--- config.mk ---
export PLATFORM = sky130hd
export DESIGN_NAME = data_mem_responder
export DESIGN_NICKNAME = d
export VERILOG_FILES = /design/src/rtl/data_mem_responder.sv
export SDC_FILE = /design/constraint.sdc
export NUM_CORES = 2
export LEC_CHECK = 0
export BUFFER_PORTS_ARGS = -buffer_cell sky130_fd_sc_hd__buf_2
export CORE_ASPECT_RATIO = 1.5
export CORE_MARGIN = 2
export CORE_UTILIZATION = 30
export DETAILED_ROUTE_END_ITERATION = 16
export SLEW_MARGIN = 20
export SYNTH_ARGS = -nofsm -noshare
export SYNTH_HDL_FRONTEND = slang
export SYNTH_SLANG_ARGS = --single-unit
--- constraint.sdc ---
create_clock -name clk -period 7.1 [get_ports clk]
set_input_delay 0.71 -clock clk [delete_from_list [all_inputs] [get_ports clk]]
set_output_delay 0.71 -clock clk [all_outputs]
set_load 0.03 [all_outputs]
--- src/rtl/data_mem_responder.sv ---
// Data-memory responder for the multicycle core: address register, word RAM,
// single-word accesses with an optional wait-state count, and status flags.
module data_mem_responder #(
   parameter int DW          = 16,
   parameter int AW          = 8,
   parameter int DEPTH       = 256,
   parameter int WAIT_CYCLES = 0
) (
   input  logic          clk,
   input  logic          reset_n,
   input  logic [AW-1:0] addr_in,
   input  logic          addr_l,
   input  logic          mem_en,
   input  logic          mem_wr,
   input  logic [DW-1:0] wdata,
   input  logic          mem_e,
   output logic [DW-1:0] rdata,
   output logic          busy,
   output logic          done,
   output logic          rdata_valid,
   output logic          err
);

   typedef enum logic [1:0] {S_IDLE, S_WAIT, S_DONE} state_t;

   localparam logic [AW:0] DEPTH_W  = (AW+1)'(DEPTH);
   localparam logic [3:0]  CNT_INIT = 4'((WAIT_CYCLES > 0) ? WAIT_CYCLES - 1 : 0);
   localparam bit          NO_WAIT  = (WAIT_CYCLES == 0);

   state_t        state, state_nxt;
   logic [AW-1:0] addr_reg;
   logic [DW-1:0] rdata_reg;
   logic [DW-1:0] wdata_reg;
   logic          op_reg;
   logic [3:0]    cnt;
   logic          rdata_valid_reg;
   logic          err_reg;
   logic [DW-1:0] mem [DEPTH];

   logic          accept;
   logic          perform;
   logic          acc_wr;
   logic          in_range;
   logic [AW-1:0] acc_addr;
   logic [DW-1:0] acc_wdata;

   // Without wait states the access happens at the accept edge, so the live
   // inputs are used; otherwise the captured request is replayed from WAIT.
   always_comb begin
      accept    = mem_en && (state != S_WAIT);
      perform   = 1'b0;
      acc_addr  = addr_reg;
      acc_wr    = op_reg;
      acc_wdata = wdata_reg;
      if (state == S_WAIT) begin
         perform = (cnt == 4'd0);
      end else if (NO_WAIT && mem_en) begin
         perform   = 1'b1;
         acc_addr  = addr_l ? addr_in : addr_reg;
         acc_wr    = mem_wr;
         acc_wdata = wdata;
      end
      in_range = ({1'b0, acc_addr} < DEPTH_W);
   end

   always_comb begin
      state_nxt = state;
      case (state)
         S_WAIT: begin
            if (cnt == 4'd0) state_nxt = S_DONE;
         end
         default: begin
            if (mem_en) state_nxt = NO_WAIT ? S_DONE : S_WAIT;
            else        state_nxt = S_IDLE;
         end
      endcase
   end

   always_ff @(posedge clk or negedge reset_n) begin
      if (!reset_n) begin
         state           <= S_IDLE;
         addr_reg        <= '0;
         rdata_reg       <= '0;
         wdata_reg       <= '0;
         op_reg          <= 1'b0;
         cnt             <= '0;
         rdata_valid_reg <= 1'b0;
         err_reg         <= 1'b0;
      end else begin
         state <= state_nxt;
         if (addr_l && state != S_WAIT) begin
            addr_reg <= addr_in;
            err_reg  <= 1'b0;
         end
         if (accept) begin
            op_reg    <= mem_wr;
            wdata_reg <= wdata;
            cnt       <= CNT_INIT;
         end
         if (state == S_WAIT) begin
            if (cnt != 4'd0) cnt <= cnt - 4'd1;
            if (mem_en) err_reg <= 1'b1;
         end
         // Error updates are placed last so they win over an address-latch clear.
         if (perform) begin
            if (!in_range) begin
               rdata_reg       <= '0;
               rdata_valid_reg <= 1'b0;
               err_reg         <= 1'b1;
            end else if (acc_wr) begin
               rdata_valid_reg <= 1'b0;
            end else begin
               rdata_reg       <= mem[acc_addr];
               rdata_valid_reg <= 1'b1;
            end
         end
      end
   end

   // RAM has no reset; gating on reset_n keeps an aborted write out of storage.
   always_ff @(posedge clk) begin
      if (reset_n && perform && acc_wr && in_range) mem[acc_addr] <= acc_wdata;
   end

   assign rdata       = mem_e ? rdata_reg : '0;
   assign busy        = (state == S_WAIT);
   assign done        = (state == S_DONE);
   assign rdata_valid = rdata_valid_reg;
   assign err         = err_reg;

endmodule
==> results.cfg <==
[route]
drt_pass1_iterations = 6
viasPerCell = 5.492
wl_mm = 464.5
drc_errors = 0
wl_per_cell_um = 29.11
dr_total_vias = 87620
drt_iter0_drc = 11270
drtAntennaViolNets = 0

[power]
irDropWorstVdd_v = 0.0001899
p_leak_nw = 52.05
powerDensity_nw_per_um2 = 292.0
power_mw = 51.19

[worst_setup_path]
required_ns = 7.89
crit_slowest_cell = and2_1
endpoint = rdata_reg[9]$_DFFE_PN0P_
crit_fanout = 56
worstReg2RegStart = addr_reg[1]$_DFFE_PN0P_
worst-r2r-setup-slack_ns = 2.41
cp-start-kind = primary input
ff2ff_path_depth = 13
cp.arrival_ns = 5.73
critical_path_class = in2reg
crit_family = compound AO/OA/AOI/OAI gates
crit_cells = 15
endpoint_kind = flip-flop
crit_chain = buf_2 -> and2_1 -> o21ai_4 -> buf_12 -> buf_12 -> buf_12 -> buf_4 -> buf_4 -> a22oi_1 -> a21oi_1 -> o41ai_2 -> buf_4 -> a41oi_1 -> a2111oi_0 -> o21ai_1
path_buf_inv = 7
cp-startpoint = addr_l
worstReg2RegEnd = rdata_reg[3]$_DFFE_PN0P_
slowest_delay_ns = 0.82

[synth]
yosys-top-cells-count = edfxtp_1 (4096), a22oi_1 (1888), a21oi_1 (954)
ys_ff_latch = 4138
yosysSeqAreaShare_pct = 81.38
synth_edf_count = 4096
async_flop_share_pct = 1.015
synthTopCellsByArea = edfxtp_1 (81%), a22oi_1 (9.3%), a21oi_1 (3.1%), o41ai_1 (1.3%), clkbuf_1 (0.80%)
yosysMostFrequentCell = edfxtp_1
synth_area_per_cell_um2 = 17.72
yosys_most_used_dff = edfxtp_1
yosys.area.top_type = edfxtp_1
netlist_instances = 8600
netlist_area_um2 = 152400
synthDistinctLibCells = 44
yosysTopAreaCellShare_pct = 80.69
ys.warnings.count = 0

[cells_and_area]
multi_input_area_um2 = 26380
drive_above_1_share_pct = 13.65
largest_reg_flops = 4096
area_growth_pct = 15.01
fin_nets = 8929
seq_area_um2 = 124000
fillCellCount = 47320
fin_cells = 15950

[run_status]
status = finished clean

[global_routing]
globalRoute.totalOverflow = 0
grt_first_pass_wirelength_mm = 652.0
grt_use_total_pct = 17.45
antenna_found_initial = 43
first_global_vias = 85940
grt_max_degree = 191

[sta]
rsz0062_at_grt = false
worst_pin_slew_ns = 1.313
hold_viol_final = 0
fin_worst_skew_ns = 0.06843
setup_slack_ns = 2.160
slew_headroom_pct = 12.45
fmax_mhz = 202.4
final_max_slew_viol_count = 0
setup_tns_ns = 0
finalSetupViolCount = 0
fin_crit_ns = 4.940
period_share_pct = 69.58

[cts]
cts_tree = done
root_buffer = clkbuf_16
postCtsResizedCells = 0
clk_path_buf_depth = 4
cts_htree_levels = 5
clkLatencyLatePin_ns = 0.96
path_clk_slew_ns = 0.07
numClockSinks = 4138
cts_inserted_buffers = 339

[floorplanning]
die_w_um = 586
die-height_um = 877.0
fp.coreArea_um2 = 506100
initial_core_util_pct = 30.12
dieArea_um2 = 513900
pin_count = 50
fp-row-count = 320

[placement]
preCtsSetupSlack_ns = 1.319
gp_congestion = 0.8721
portBuffers = 47
dpl.hpwl_mm = 273.0
place_inst = 15320

[worst_hold_path]
holdCritPathClass = in2reg
hold_depth = 2

[job]
maxCapViolations = 0
==> cells by family after synthesis <==
| family | count (synthesis) | share of synthesized area [%] |
|---|---|---|
| flops | 4138 | 81.38 |
| compound gates | 3389 | 15.39 |
| mux | 22 | 0.1625 |
| buf+inv | 659 | 1.932 |
| simple gates | 391 | 1.126 |
| other cells | 1 | 0.002460 |
==> cells in the final DEF (no fill, tap or decap), types with 42 or more instances in the layout <==
master	n
clkinv_2	63
o22ai_1	45
buf_4	501
nor2_1	224
buf_12	59
clkbuf_16	350
clkbuf_1	53
a22o_1	80
a22oi_1	1888
a21oi_1	954
o41ai_1	187
clkinv_1	58
buf_2	46
a221oi_1	80
edfxtp_1	4096
dfrtp_1	42
==> worst reg2reg max path: stages (launching register included) <==
cell and delay [ns]:
dfrtp_1 0.45, nand2b_1 0.23, o21ai_4 0.50, buf_12 0.33, buf_12 0.31, buf_4 0.40, buf_4 0.45, a22oi_1 0.14
a21oi_1 0.21, o41ai_1 0.13, buf_4 0.23, a41oi_1 0.91, a21oi_1 0.14, a31oi_1 0.21
==> routing by layer <==
layer	wire, um	part of all wire [%]	vias to the layer above	track usage (%)
met1	164400	35	45370	20.74
met3	37930	8.2	974	2.785
li1	-	-	36590	-
met4	33740	7.3	24	11.12
met2	228200	49	4665	29.34
met5	167	0.036	-	0
==> worst min path at each step <==
stage	startpoint	to	slack, ns
finish	addr_in[7]	addr_reg[7]$_DFFE_PN0P_	0.08
CTS	addr_in[7]	addr_reg[7]$_DFFE_PN0P_	0.0008
global route	addr_in[4]	addr_reg[4]$_DFFE_PN0P_	0.08
global placement	rdata_reg[1]$_DFFE_PN0P_	rdata_reg[1]$_DFFE_PN0P_	0.48
detailed placement	rdata_reg[1]$_DFFE_PN0P_	rdata_reg[1]$_DFFE_PN0P_	0.47
floorplan	reset_n	addr_reg[0]$_DFFE_PN0P_	0.41
==> cell type report <==
type,count,area share (%)
tap,6762,4.826
clock inverter,206,1.201
timing repair buffer,613,3.003
clock buffer,405,5.125
sequential,4138,70.76
inverter,3,0.006423
antenna,23,0.03283
multi-input combinational,3804,15.05
==> what timing repair did <==
action / 4_1_cts / 5_1_grt
setup buffers: 0 / 0
hold endpoints to repair: 19 / 0
hold buffers: 2 / 0
==> stage by stage <==
| stage | hold slack, ns | util (%) | instance area (um2) |
|---|---|---|---|
| global route | 0.07611 | 34.63 | 175300 |
| finish | 0.07505 | 34.64 | 175300 |
| floorplan | 0.4144 | - | 152400 |
| detailed placement | 0.4724 | 32.42 | 164100 |
| global placement | 0.4828 | 32.37 | 163800 |
| CTS | 0.0008499 | 34.62 | 175200 |
==> where the power goes <==
group	leakage (nW)	internal [mW]	switching, mW
clock	5.41	10.5	8.69
sequential	37.3	27.3	0.0650
combinational	9.32	1.14	3.54
total	52.0	38.9	12.3
(Power assumes the default switching activity.)
